## src/rtl/abs_diff_sad.sv

```systemverilog
// abs_diff_sad: streaming |a-b| with per-block sum (SAD) and maximum.
// Two register stages: stage 1 holds |a-b| of the accepted pair, and
// stage 2 accumulates BLOCK_LEN diffs and then presents sad/max with
// valid/ready flow control. While a result is held and not taken, the
// whole pipeline freezes and in_ready drops.
// Compile-time option: define ABS_DIFF_APPROX_EN to zero the low
// APPROX_BITS of both operands before subtraction (approximate mode).
module abs_diff_sad #(
    parameter int WIDTH       = 8,
    parameter int BLOCK_LEN   = 16,
    parameter int APPROX_BITS = 2,
    localparam int SAD_W      = WIDTH + $clog2(BLOCK_LEN)
) (
    input  logic             clk,
    input  logic             rst,
    input  logic             in_valid,
    output logic             in_ready,
    input  logic [WIDTH-1:0] in_a,
    input  logic [WIDTH-1:0] in_b,
    output logic             out_valid,
    input  logic             out_ready,
    output logic [SAD_W-1:0] out_sad,
    output logic [WIDTH-1:0] out_max
);

`ifdef ABS_DIFF_APPROX_EN
    localparam bit APPROX_ON = 1'b1;
`else
    localparam bit APPROX_ON = 1'b0;
`endif
    localparam int DROP_BITS = APPROX_ON ? APPROX_BITS : 0;
    localparam logic [WIDTH-1:0] KEEP_MASK = {WIDTH{1'b1}} << DROP_BITS;
    localparam int CNT_W = (BLOCK_LEN > 1) ? $clog2(BLOCK_LEN) : 1;
    localparam logic [CNT_W-1:0] CNT_LAST = CNT_W'(BLOCK_LEN - 1);

    typedef enum logic {IDLE, ACCUM} state_t;

    state_t             state_q;
    logic [WIDTH-1:0]   diff_q, diff_d;
    logic               diff_v_q;
    logic [SAD_W-1:0]   acc_q, sum_d;
    logic [WIDTH-1:0]   mx_q, max_d;
    logic [CNT_W-1:0]   cnt_q;
    logic               out_valid_q;
    logic [SAD_W-1:0]   out_sad_q;
    logic [WIDTH-1:0]   out_max_q;
    logic [WIDTH-1:0]   a_m, b_m;
    logic [SAD_W-1:0]   acc_base;
    logic [WIDTH-1:0]   mx_base;
    logic               stall;
    logic               last;

    // Flow control, operand masking, |a-b| and the stage-2 next values.
    always_comb begin
        stall    = out_valid_q & ~out_ready;
        in_ready = ~stall;
        a_m      = in_a & KEEP_MASK;
        b_m      = in_b & KEEP_MASK;
        diff_d   = (a_m >= b_m) ? (a_m - b_m) : (b_m - a_m);
        // In IDLE the running totals are known to be zero.
        acc_base = (state_q == IDLE) ? '0 : acc_q;
        mx_base  = (state_q == IDLE) ? '0 : mx_q;
        sum_d    = acc_base + SAD_W'(diff_q);
        max_d    = (diff_q > mx_base) ? diff_q : mx_base;
        last     = (cnt_q == CNT_LAST);
    end

    // Stage 1: capture |a-b| of each accepted pair.
    always_ff @(posedge clk) begin
        if (rst) begin
            diff_q   <= '0;
            diff_v_q <= 1'b0;
        end else if (!stall) begin
            diff_v_q <= in_valid;
            if (in_valid) begin
                diff_q <= diff_d;
            end
        end
    end

    // Stage 2: block accumulator FSM with registered result outputs.
    always_ff @(posedge clk) begin
        if (rst) begin
            state_q     <= IDLE;
            acc_q       <= '0;
            mx_q        <= '0;
            cnt_q       <= '0;
            out_valid_q <= 1'b0;
            out_sad_q   <= '0;
            out_max_q   <= '0;
        end else if (!stall) begin
            if (diff_v_q && last) begin
                out_sad_q   <= sum_d;
                out_max_q   <= max_d;
                out_valid_q <= 1'b1;
                acc_q       <= '0;
                mx_q        <= '0;
                cnt_q       <= '0;
                state_q     <= IDLE;
            end else begin
                out_valid_q <= 1'b0;
                if (diff_v_q) begin
                    acc_q   <= sum_d;
                    mx_q    <= max_d;
                    cnt_q   <= cnt_q + CNT_W'(1);
                    state_q <= ACCUM;
                end
            end
        end
    end

    assign out_valid = out_valid_q;
    assign out_sad   = out_sad_q;
    assign out_max   = out_max_q;

endmodule

```

## config.mk

```make
export PLATFORM = sky130hd
export DESIGN_NAME = abs_diff_sad
export DESIGN_NICKNAME = d
export VERILOG_FILES = /design/src/rtl/abs_diff_sad.sv
export SDC_FILE = /design/constraint.sdc
export NUM_CORES = 1
export LEC_CHECK = 0
export ABC_AREA = 1
export BUFFER_PORTS_ARGS = -buffer_cell sky130_fd_sc_hd__buf_2
export CAP_MARGIN = 0
export CORE_UTILIZATION = 50
export CTS_CLUSTER_DIAMETER = 40
export CTS_CLUSTER_SIZE = 20
export DETAILED_ROUTE_END_ITERATION = 16
export PLACE_DENSITY = 0.7
export SETUP_SLACK_MARGIN = 0.15
export SLEW_MARGIN = 20
export SYNTH_ARGS = -nofsm -noshare
export SYNTH_HDL_FRONTEND = slang
export SYNTH_SLANG_ARGS = --single-unit
```

## constraint.sdc

```tcl
create_clock -name clk -period 5.85 [get_ports clk]
set_input_delay 0.2925 -clock clk [delete_from_list [all_inputs] [get_ports clk]]
set_output_delay 0.2925 -clock clk [all_outputs]
set_load 0.02 [all_outputs]
```

## Yosys cells after proc, flatten, opt, wreduce, memory -nomap -nowiden

Index checks and enable logic that the tools add are counted.

| operators by class | value |
|---|---|
| bitwise operators | 3 |
| order comparisons | 2 |
| $add $sub $neg | 4 |
| equality and inequality tests | 1 |
| reductions and logical operators | 5 |
| muxes and demuxes | 13 |

Operators by type and width:

| cell | number |
|---|---|
| 8-bit 2-to-1 mux | 5 |
| 12-bit 2-to-1 mux | 3 |
| 8-bit subtractor | 2 |
| 12-bit by 8-bit adder with 12-bit output | 1 |
| 8-bit >= comparator | 1 |
| 8-bit > comparator | 1 |
| 4-bit 2-to-1 mux | 2 |
| 2-bit AND reduction | 3 |
| 4-bit by 1-bit adder with 4-bit output (second input constant) | 1 |
| 4-bit == test (second input constant) | 1 |
| 1-bit 2-to-1 mux | 3 |
| 1-bit NOT | 2 |
| 2-bit nonzero test | 1 |
| 1-bit AND | 1 |
| 1-bit logical AND | 1 |

| storage, ports and cells | value |
|---|---|
| bits of input ports | 20 |
| output and inout port bits | 22 |
| bits in registers | 55 |
| logic and storage cells | 37 |

## Logic depth before layout (Yosys ltp)

Gate-level depths: netlist of run 1.

| depth | value |
|---|---|
| depth after elaboration | 5 |
| depth in mapped cells | 18 |
| gate-level depth less buffers | 16 |

## Worst setup path before layout of run 1

No wires, ideal clock.

| path | value |
|---|---|
| path kind | reg-to-reg |
| from | reg state_q |
| to | reg out_sad_q[6], in the netlist out_sad[6] |
| cell stages (with the launch flop) | 14 |
| setup time | 0.115 ns |
| clock period less this slack | 2.193 ns |
| data arrival time | 2.077 ns |
| data required time | 5.735 ns |
| path slack | 3.657 ns |
| path buffers | 3 |
| path through | dfxtp_1 buf_2 buf_2 buf_2 nand2_1 inv_1 ha_1 fa_1 nand3_1 nand3_1 a21oi_1 xnor2_1 o21ai_0 inv_1 |

| on the way | value |
|---|---|
| cells in the longest elaborated chain, start to end | 2 |

Ends and longest elaborated chain:

| element | line | text |
|---|---|---|
| from (decl) | 38 | `state_t state_q;` |
| from (signal assigned) | 84 | `state_q <= IDLE;` |
| from (signal assigned) | 99 | `state_q <= IDLE;` |
| from (signal assigned) | 106 | `state_q <= ACCUM;` |
| 12-bit 2-to-1 mux | 61 | `acc_base = (state_q == IDLE) ? '0 : acc_q;` |
| 12-bit by 8-bit adder with 12-bit output | 63 | `sum_d = acc_base + SAD_W'(diff_q);` |
| to (signal assigned) | 93 | `out_sad_q <= sum_d;` |
| to (decl) | 45 | `logic [SAD_W-1:0] out_sad_q;` |

No other way between the ends.
A chain may end at the register's enable or synchronous reset.

## Final worst setup path of run 1

| path | value |
|---|---|
| from | reg state_q |
| to | reg out_max_q[5], in the netlist out_max[5] |

| on the way | value |
|---|---|
| cells in the longest elaborated chain, start to end | 3 |

Ends and longest elaborated chain:

| element | line | text |
|---|---|---|
| 8-bit 2-to-1 mux * | 62 | `mx_base = (state_q == IDLE) ? '0 : mx_q;` |
| 8-bit > comparator | 64 | `max_d = (diff_q > mx_base) ? diff_q : mx_base;` |
| 8-bit 2-to-1 mux * | 64 |  |
| to (signal assigned) | 94 | `out_max_q <= max_d;` |
| to (decl) | 46 | `logic [WIDTH-1:0] out_max_q;` |

Every way passes the cells marked *; elsewhere a longest branch is shown, timed or not.

==> summary.txt, run 1 <==
Synthesis
  • Largest cells by area after synthesis: dfxtp_1, nand2_1, ha_1
  • Avg Inst Size Synth: 6.48 sq um
  • Post-synth top area share: 0.283
  • Post-synthesis instance total: 600
  • Number of enable flip-flop cells after synthesis: 0
  • Synth area leader: dfxtp_1
  • Number of synthesized register bits: 55
  • Synthesized area: 0.00389 sq mm
  • Syn nets: 655
  • Post-synthesis sequential area ratio: 0.283
  • Netlist cell types: 35
  • Commonest cells in the netlist: nand2_1, inv_1, dfxtp_1
  • Count leader, synth: nand2_1
  • Synth warn: 0
  • Fraction of registers with async set/reset: 0
  • Primary FF master, synth: dfxtp_1

Power
  • Static Leak: 0.00236 uW
  • Max IR drop VDD: 0.000117 V
  • PwrDens: 222 mW/mm^2

Timing
  • Tcrit/Tclk final: 0.441
  • RSZ-0062 raised after global routing: false
  • Final slew viol count: 0
  • Slew @ Worst Pin: 0.953 ns
  • Rel. slew slack: 0.364
  • Final Skew: 0.0103 ns
  • Post-route setup TNS: 0 ns
  • Fmax: 0.387 GHz
  • Final min period: 2.58 ns
  • Final Setup Violations: 0
  • Final Hold Fails: 0

Finish
  • Syn-to-layout area delta: 8.98%
  • Final nets: approximately 690
  • Core Util, Final: 0.575
  • N_diodes: 0
  • Layout cells sized above 1: 0.114

Drt
  • Routed met2 length: 4.21 mm
  • Final WL: 8.71 mm
  • DRC Markers: 0
  • ANT nets after route: 0
  • DRT iter0 DRCs: about 210
  • Top Layer Used: met4
  • Routed WL per cell: ~12 um
  • Met3 WL: 344 um
  • Wl on met1: around 4.1 mm
  • DR vias: 3641
  • Detailed Routing Iterations Pass 1: 4
  • Drt via density: 4.99

Global route
  • Antenna violations before repair: 0
  • Grt ovf: 0
  • GRT Util Overall: 0.227
  • Pin count of the biggest net entering global routing: 47
  • Number of global-route vias before repair: 3440
  • First-pass GRT wire length: 15.2 mm

Clock tree
  • Sink Count: 55
  • Cts repair resizes: 0
  • Root Buffer: clkbuf_8
  • CTS tree: yes
  • Clk_lat worst skew: 0.31 ns
  • H-tree level count: 2
  • Setup bufs post-CTS: 0
  • CTS buffer count: 5
  • Reg clk slew, reported paths: approximately 0.09 ns
  • # hold bufs at CTS: 0
  • Maximum clock path buffer count: 2

Floorplan
  • Die area: 0.00813 sq mm
  • Initial Utilization: 0.528
  • Vertical die dimension: 90.2 um
  • Core area: 0.00737 sq mm
  • Die X: 90.2 um
  • Io pins: between 40 and 50
  • Row count: 31

Status
  • Outcome: complete, no violations

Critical path
  • CP Buf/Inv Count: 1
  • R2R depth: 11
  • CP max FO: 25
  • Worst path most repeated cell: nand2_1
  • CP Capture Type: flop
  • Critical Path RT: 6.06 ns
  • Arrival time worst endpoint: 2.79 ns
  • Critical path's slowest cell: dfxtp_1
  • Worst path depth: 11
  • RR Endpoint: out_max[5]
  • CP max stage delay: ~0.96 ns
  • CP Cell Sequence: nand2_1 -> ha_1 -> nand2_1 -> nor2_1 -> nand4_2 -> nand2_2 -> nand2_1 -> nand2_1 -> nand2_1 -> nand2_1 -> inv_1
  • Worst reg2reg path startpoint: state_q
  • Startpoint Class: flop
  • CP top delay family: simple AND/OR/NAND/NOR gates
  • R2R Setup Slk: 3.27 ns
  • Kind of critical path: flop to flop

Placement
  • Final RePlAce weighted congestion: 0.926
  • Number of port buffers: a little over 40
  • DP Wirelength: 6.63 mm

Min path
  • Hold Path Depth: 4
  • Worst Hold Class: primary input to flop
  • HP Start: out_ready
  • Hold EP: diff_v_q

Job
  • Max Cap Viol: 0
[flip-flops by register name (all words and copies together), names as in the netlist]
signal and cells:
out_valid 1, mx_q 8, diff_q 8, diff_v_q 1
cnt_q 4, out_max 8, state_q 1, acc_q 12
out_sad 12
[kinds of logic after synthesis]
group / synth area share
fa+ha+maj: 0.118
xor+xnor: 0.0270
buf+inv: 0.125
flops: 0.283
compound gates: 0.109
simple gates: 0.337
[area by class of cell]
class	count	area [sq um]
clock inverter	2	60.1
inverter	97	365
sequential	55	1100
timing repair buffer	42	213
multi-input combinational	429	2300
clock buffer	6	72.6
fill	753	3130
tap	99	124
[worst max-delay path by stage]
stage	from	endpoint
final	state_q	out_max[5]
after global routing	state_q	out_max[5]
after detailed placement	state_q	out_max[1]
after global placement	state_q	out_max[2]
after CTS	state_q	out_max[1]
after floorplan	state_q	out_sad[6]
[stage by stage]
stage | instance area, sq um | total power (uW) | setup slack, ns | instances | hold WS, ns
after floorplan | 3890 | 597 | 3.66 | 600 | 0.429
after CTS | 4240 | 944 | 3.31 | 730 | 0.260
after global placement | 4100 | 644 | 3.39 | 722 | 0.449
final | 4240 | 941 | 3.27 | 730 | 0.265
after global routing | 4240 | 995 | 2.95 | 730 | 0.286
after detailed placement | 4100 | 650 | 3.32 | 722 | 0.455
[worst min-delay path: stages]
cell and delay (ns):
buf_2 0.08, nor2_2 0.05, nand2_1 0.05, a21oi_1 0.05
[where the power goes]
group / internal (uW) / total (uW) / switching (uW)
clock: 171 / 297 / 125
combinational: 82.1 / 238 / 156
sequential: 389 / 406 / 16.4
total: 643 / 941 / 298
[layout by cell type, fill, tap and decap left out, types with 2 or more instances in the layout]
cell type and count:
nand3_1 52, nor2_4 2, o21ai_0 11, fa_1 3, bufinv_16 2, xnor2_1 5, buf_2 41, dfxtp_1 55
nand2_2 7, ha_1 32, inv_1 94, a21oi_1 50, o21ai_1 3, xor2_1 7, nand4_1 4, clkbuf_8 5
inv_2 2, a21o_1 5, nor2_2 2, nor2_1 51, nand2_1 184
[routing by layer]
| metal | vias to the layer above | global-route usage |
|---|---|---|
| li1 | 1927 | - |
| met1 | 1642 | 0.283 |
| met2 | 64 | 0.406 |
| met3 | 8 | 0.0364 |
| met4 | 0 | 0.0524 |
| met5 | - | 0 |
No activity file was read; power rests on OpenSTA's default activity.
==> inputs of run 2 (changes only) <==
Settings changed: ABC_AREA 1 to 0.
Clock period 5.85 ns to 2.7 ns, I/O delays scaled along.
==> summary.txt, run 2 <==
Synthesis
  • Fraction of registers with async set/reset: 0 (unchanged)
  • Synthesized area: 0.00345 sq mm (-11%)
  • Synth Area in XOR/XNOR: 0.0381 (+0.0110)
  • Synth area leader: dfxtp_1
  • Largest family of logic cells by synthesized area: compound AO/OA/AOI/OAI gates
  • Avg Inst Size Synth: 8.44 sq um (+30%)
  • Post-synthesis sequential area ratio: 0.319 (+0.0358)
  • Mux contribution to synthesized area: 0.0236 (+0.0236)
  • Simple-Gate Fraction of Synth Area: 0.203 (-0.134)
  • Count leader, synth: dfxtp_1
  • Syn nets: 464 (-29%)
  • Number of synthesized register bits: 55 (unchanged)
  • Largest cells by area after synthesis: dfxtp_1, ha_1, nand2_1
  • Post-Synth Adder-Cell Area: 0.133 (+0.0150)
  • Number of enable flip-flop cells after synthesis: 0 (unchanged)
  • Post-synthesis compound-gate area fraction: 0.227 (+0.118)
  • Synth warn: 0 (unchanged)
  • Post-synthesis instance total: 409 (-32%)
  • Primary FF master, synth: dfxtp_1
  • Commonest cells in the netlist: dfxtp_1, nand2_1, nor2_1
  • Netlist cell types: 61 (+74%)
  • Post-synth top area share: 0.319 (+0.0358)

Floorplan
  • Vertical die dimension: 85.1 um (-5.7%)
  • Initial Utilization: 0.531 (+0.00380)
  • Die area: 0.00724 sq mm (-11%)
  • Die X: 85.1 um (-5.7%)
  • Row count: 29 (-6.5%)
  • Core area: 0.00649 sq mm (-12%)
  • Io pins: 42 (unchanged)

Finish
  • N_diodes: 0 (unchanged)
  • Most frequent cells in the layout: dfxtp_1, nand2_1, buf_2
  • Fin area: 0.00381 sq mm (-10%)
  • Layout cells sized above 1: 0.169 (+0.0545)
  • Syn-to-layout area delta: 10.4%
  • Filler cells: 607 (-19%)
  • Commonest non-fill, non-tap cell in the layout: dfxtp_1
  • Final nets: 494 (-28%)

Timing
  • Post-route setup TNS: 0 ns (unchanged)
  • Final Hold Fails: 0 (unchanged)
  • Worst hold margin: 0.116 ns (-0.149 ns)
  • Final Setup Violations: 0 (unchanged)
  • Final min period: 2.35 ns (-0.233 ns)
  • Final slew viol count: 0 (unchanged)
  • Final Skew: 0.00742 ns (-0.00292 ns)
  • Rel. slew slack: 0.574 (+0.211)
  • RSZ-0062 raised after global routing: false
  • Tcrit/Tclk final: 0.870 (+0.429)
  • Slew @ Worst Pin: 0.636 ns (-0.317 ns)
  • Fmax: 0.426 GHz (+9.9%)
  • Setup ws final: 0.351 ns (-2.92 ns)

Critical path
  • CP Capture Type: flop
  • Kind of critical path: flop to flop
  • Startpoint Class: flop
  • Critical path origin: state_q
  • Critical Path RT: 2.92 ns (-3.14 ns)
  • CP max FO: 15 (-40%)
  • Worst reg2reg path startpoint: state_q
  • Arrival time worst endpoint: 2.57 ns (-0.22 ns)

Placement
  • Number of port buffers: 41 (unchanged)
  • Placed Area: 0.00369 sq mm (-10%)
  • DP Wirelength: 5.43 mm (-18%)
  • Final RePlAce weighted congestion: 0.880 (-5.0%)
  • Place WS: 0.228 ns (-3.09 ns)

Power
  • Clk pwr share: 0.299 (-0.016)
  • PwrDens: 477 mW/mm^2 (+110%)
  • Switching share of power: 0.301 (-0.0160)
  • Static Leak: 0.00164 uW (-30%)
  • Max IR drop VDD: 0.000230 V (+97%)
  • Logic pwr share: 0.220 (-0.033)
  • Int Pwr: 1270 uW (+98%)
  • Overall Power: 1820 uW (+93%)
  • Sw power: 547 uW (+83%)
  • Reg power frac: 0.481 (+0.050)

Drt
  • Detailed Routing Iterations Pass 1: 4 (unchanged)
  • DR vias: 2962 (-19%)
  • DRT iter0 DRCs: 153 (-27%)
  • DRC Markers: 0 (unchanged)
  • Routed WL per cell: 13.8 um (+16%)
  • ANT nets after route: 0 (unchanged)
  • Final WL: 7.14 mm (-18%)
  • Drt via density: 5.74 (+15%)

Job
  • Max Cap Viol: 0 (unchanged)

Global route
  • Met3 Use GR: 0.0331 (-0.00331)
  • Pin count of the biggest net entering global routing: 36 (-23%)
  • GRT Util Overall: 0.213 (-0.0133)
  • Grt ovf: 0 (unchanged)
  • Antenna violations before repair: 0 (unchanged)
  • Met1 Use GR: 0.295 (+0.0124)
  • First-pass GRT wire length: 12.6 mm (-17%)
  • GRT met2 Usage: 0.348 (-0.0582)
  • Layer with the highest usage: met2
  • Number of global-route vias before repair: 2718 (-21%)

Min path
  • Worst Hold Class: primary input to flop
  • HP Start: out_ready

Status
  • Outcome: complete, no violations

Clock tree
  • Reg clk slew, reported paths: 0.10 ns (about the same)
  • CTS tree: yes
  • Sink Count: 55 (unchanged)
  • H-tree level count: 2 (unchanged)
  • Clk_lat worst skew: 0.31 ns (about the same)
  • CTS buffer count: 5 (unchanged)
  • Maximum clock path buffer count: 2 (unchanged)
  • Root Buffer: clkbuf_8
[run 2: cell count changes in the layout (fill, tap and decap cells not counted), sizes merged, moves of 8 or more]
cell,change
nand2,-146
a311oi,+8
nor2,-15
nand3,-49
a211oi,+11
a32o,+8
inv,-74
and2,+11
a21oi,-25
[run 2: what timing repair did]
action	CTS	global route
hold buffers	0	0
endpoints found under the setup margin	0	27
gates resized for setup	0	3
setup buffers	0	0
hold endpoints to repair	0	0
[run 2: final timing paths]
path,to,slack [ns],cells past startpoint
worst min register to register,out_sad[1],0.46,2
worst min-delay path,diff_v_q,0.12,4
worst max-delay path,acc_q[6],0.35,9
worst max register to register,acc_q[6],0.35,9
[run 2: worst max-delay path, stage by stage (launching register included)]
cell and delay (ns):
dfxtp_4 0.40, and2_1 0.17, ha_1 0.20, fa_1 0.41, a21o_1 0.19, a21oi_2 0.18
o21ai_0 0.12, a21oi_1 0.27, xnor2_1 0.10, a22o_1 0.20
[run 2: cells by family after synthesis]
logic type | count (synthesis)
AO/OA/AOI/OAI | 107
XOR/XNOR | 15
adder cells (fa/ha/maj) | 35
buffers and inverters | 46
flip-flops | 55
multiplexers | 8
AND/OR/NAND/NOR | 143
[run 2: per-layer routing]
metal / vias up / wire length, um
met1: 1355 / 3590
met2: 64 / 3210
li1: 1534 / -
met3: 9 / 267
met4: 0 / 83
met5: - / 0
[run 2: layout make-up]
cell class,count,area (sq um),area share
clock inverters,2,37.5,0.00985
repair buffers,47,250,0.0657
flip-flops and latches,55,1100,0.290
inverters,22,82.6,0.0217
clock buffers,5,68.8,0.0181
multi-input cells,308,2170,0.570
well taps,77,96.3,0.0253
[run 2: power groups by stage]
stage,Sequential (uW),Combinational (uW),Clock [uW]
after global routing,879,456,587
after global placement,893,390,0
after CTS,875,400,551
after floorplan,875,330,0
final,874,400,543
after detailed placement,893,398,0
[run 2: stage by stage]
step,cells,utilization
detailed placement,509,0.569
CTS,516,0.585
global placement,509,0.569
finish,516,0.587
global route,516,0.587
floorplan,409,-
==> inputs of run 3 (changes only) <==
Settings changed: PLACE_DENSITY 0.7 to 0.8.
Clock period 2.7 ns to 2.6 ns, I/O delays scaled along.
==> summary.txt, run 3 (synthesis gave the netlist of run 2 again) <==
Drt
  • Detailed Routing Iterations Pass 1: 4 (unchanged)
  • Routed WL per cell: 14.5 um (+4.4%)
  • Final WL: 7.60 mm (+6.4%)
  • DRT iter0 DRCs: 154 (+0.65%)
  • Drt via density: 5.83 (+1.5%)
  • DRC Markers: 0 (unchanged)
  • ANT nets after route: 0 (unchanged)
  • DR vias: 3066 (+3.5%)

Critical path
  • Critical Path RT: 2.81 ns (-0.11 ns)
  • CP Capture Type: flop
  • Worst reg2reg path startpoint: state_q
  • Startpoint Class: flop
  • Kind of critical path: flop to flop
  • Critical path origin: state_q
  • CP max FO: 8 (-7)
  • Arrival time worst endpoint: 2.57 ns (about the same)

Timing
  • Final Skew: 0.00904 ns (+0.00162 ns)
  • Rel. slew slack: 0.556 (-0.0183)
  • Tcrit/Tclk final: 0.910 (+0.0397)
  • Fmax: 0.423 GHz (-0.69%)
  • Final slew viol count: 0 (unchanged)
  • Slew @ Worst Pin: 0.665 ns (+0.0291 ns)
  • Post-route setup TNS: 0 ns (unchanged)
  • RSZ-0062 raised after global routing: true
  • Final min period: 2.36 ns (+0.0162 ns)
  • Final Setup Violations: 0 (unchanged)
  • Final Hold Fails: 0 (unchanged)

Clock tree
  • H-tree level count: 2 (unchanged)
  • # hold bufs at CTS: 0 (unchanged)
  • Root Buffer: clkbuf_8
  • Maximum clock path buffer count: 2 (unchanged)
  • CTS buffer count: 5 (unchanged)
  • Sink Count: 55 (unchanged)
  • Clk_lat worst skew: 0.31 ns (about the same)
  • Reg clk slew, reported paths: 0.10 ns (about the same)
  • CTS tree: yes

Global route
  • Antenna violations before repair: 0 (unchanged)
  • Grt ovf: 0 (unchanged)
  • Pin count of the biggest net entering global routing: 34 (-5.6%)
  • GRT Util Overall: 0.217 (+0.00307)
  • Number of global-route vias before repair: 2781 (+2.3%)
  • First-pass GRT wire length: 12.8 mm (+1.4%)

Placement
  • Final RePlAce weighted congestion: 0.964 (+9.5%)
  • Number of port buffers: 41 (unchanged)
  • Placed Area: 0.00371 sq mm (+0.34%)
  • DP Wirelength: 5.54 mm (+2.1%)

Finish
  • Storage cell area: 0.00110 sq mm (-0.23%)
  • N_diodes: 0 (unchanged)
  • Most frequent cells in the layout: dfxtp_1, nand2_1, buf_2
  • Filler cells: 548 (-9.7%)
  • Syn-to-layout area delta: 13.9%
  • Commonest non-fill, non-tap cell in the layout: dfxtp_1
  • Fin area: 0.00393 sq mm (+3.1%)
  • Area of the multi-input gates: 0.00224 sq mm (+3.1%)
  • Final nets: 503 (+1.8%)
  • Layout cells sized above 1: 0.207 (+0.0386)

Floorplan
  • Row count: 29 (unchanged)
  • Vertical die dimension: 85.1 um (unchanged)
  • Initial Utilization: 0.531 (unchanged)
  • Die area: 0.00724 sq mm (unchanged)
  • Core area: 0.00649 sq mm (unchanged)
  • Io pins: 42 (unchanged)
  • Die X: 85.1 um (unchanged)

Power
  • Max IR drop VDD: 0.000224 V (-2.6%)
  • PwrDens: 464 mW/mm^2 (-2.8%)
  • Static Leak: 0.00169 uW (+2.9%)
  • Overall Power: 1820 uW (+0.24%)

Status
  • Outcome: complete, no violations

Min path
  • HP Start: out_ready
  • Worst Hold Class: primary input to flop

Job
  • Max Cap Viol: 0 (unchanged)
[run 3: routing by layer]
metal / GRT usage / share of wire / vias to the layer above / wire length, um
met1: 0.290 / 0.47 / 1437 / 3540
met2: 0.370 / 0.48 / 74 / 3650
met3: 0.0224 / 0.041 / 9 / 310
met5: 0 / 0 / - / 0
li1: - / - / 1546 / -
met4: 0.0647 / 0.014 / 0 / 104
[run 3: worst max-delay path: stages (launching register included)]
cell     delay [ns]
dfxtp_2        0.36
buf_6          0.12
and2_4         0.14
ha_4           0.13
fa_2           0.21
a21o_1         0.13
a21oi_2        0.07
o31a_1         0.36
nor4_4         0.38
nor4b_2        0.08
a211o_1        0.28
[run 3: worst paths after layout]
kind | cells past startpoint | to | slack [ns]
setup / recovery | 10 | acc_q[10] | 0.24
hold / removal | 4 | diff_v_q | 0.13
setup reg to reg | 10 | acc_q[10] | 0.24
hold reg to reg | 2 | out_sad[4] | 0.46
[run 3: what timing repair did]
item,in CTS,in global routing
endpoints found under the setup margin,0,20
buffers inserted,0,8
gates resized for setup,0,15
[run 3: power by group]
group | total, uW | switching [uW] | internal [uW]
clock | 468 | 279 | 189
combinational | 446 | 262 | 183
sequential | 908 | 37.9 | 870
[run 3: area by class of cell]
cell class	instances	area share
Multi-Input combinational cell	308	0.569
Clock inverter	2	0.00318
Clock buffer	6	0.0185
Timing Repair Buffer	56	0.0828
Inverter	22	0.0210
Tap cell	77	0.0245
Sequential cell	55	0.281
[run 3: per-stage QoR]
| stage | std cells | util | hold slack, ns | setup slack, ns |
|---|---|---|---|---|
| after floorplan | 409 | - | 0.333 | 0.153 |
| after global placement | 510 | 0.571 | 0.444 | 0.340 |
| after detailed placement | 510 | 0.571 | 0.447 | 0.210 |
| after CTS | 518 | 0.584 | 0.126 | 0.193 |
| after global routing | 526 | 0.605 | 0.131 | 0.135 |
| final | 526 | 0.605 | 0.132 | 0.235 |
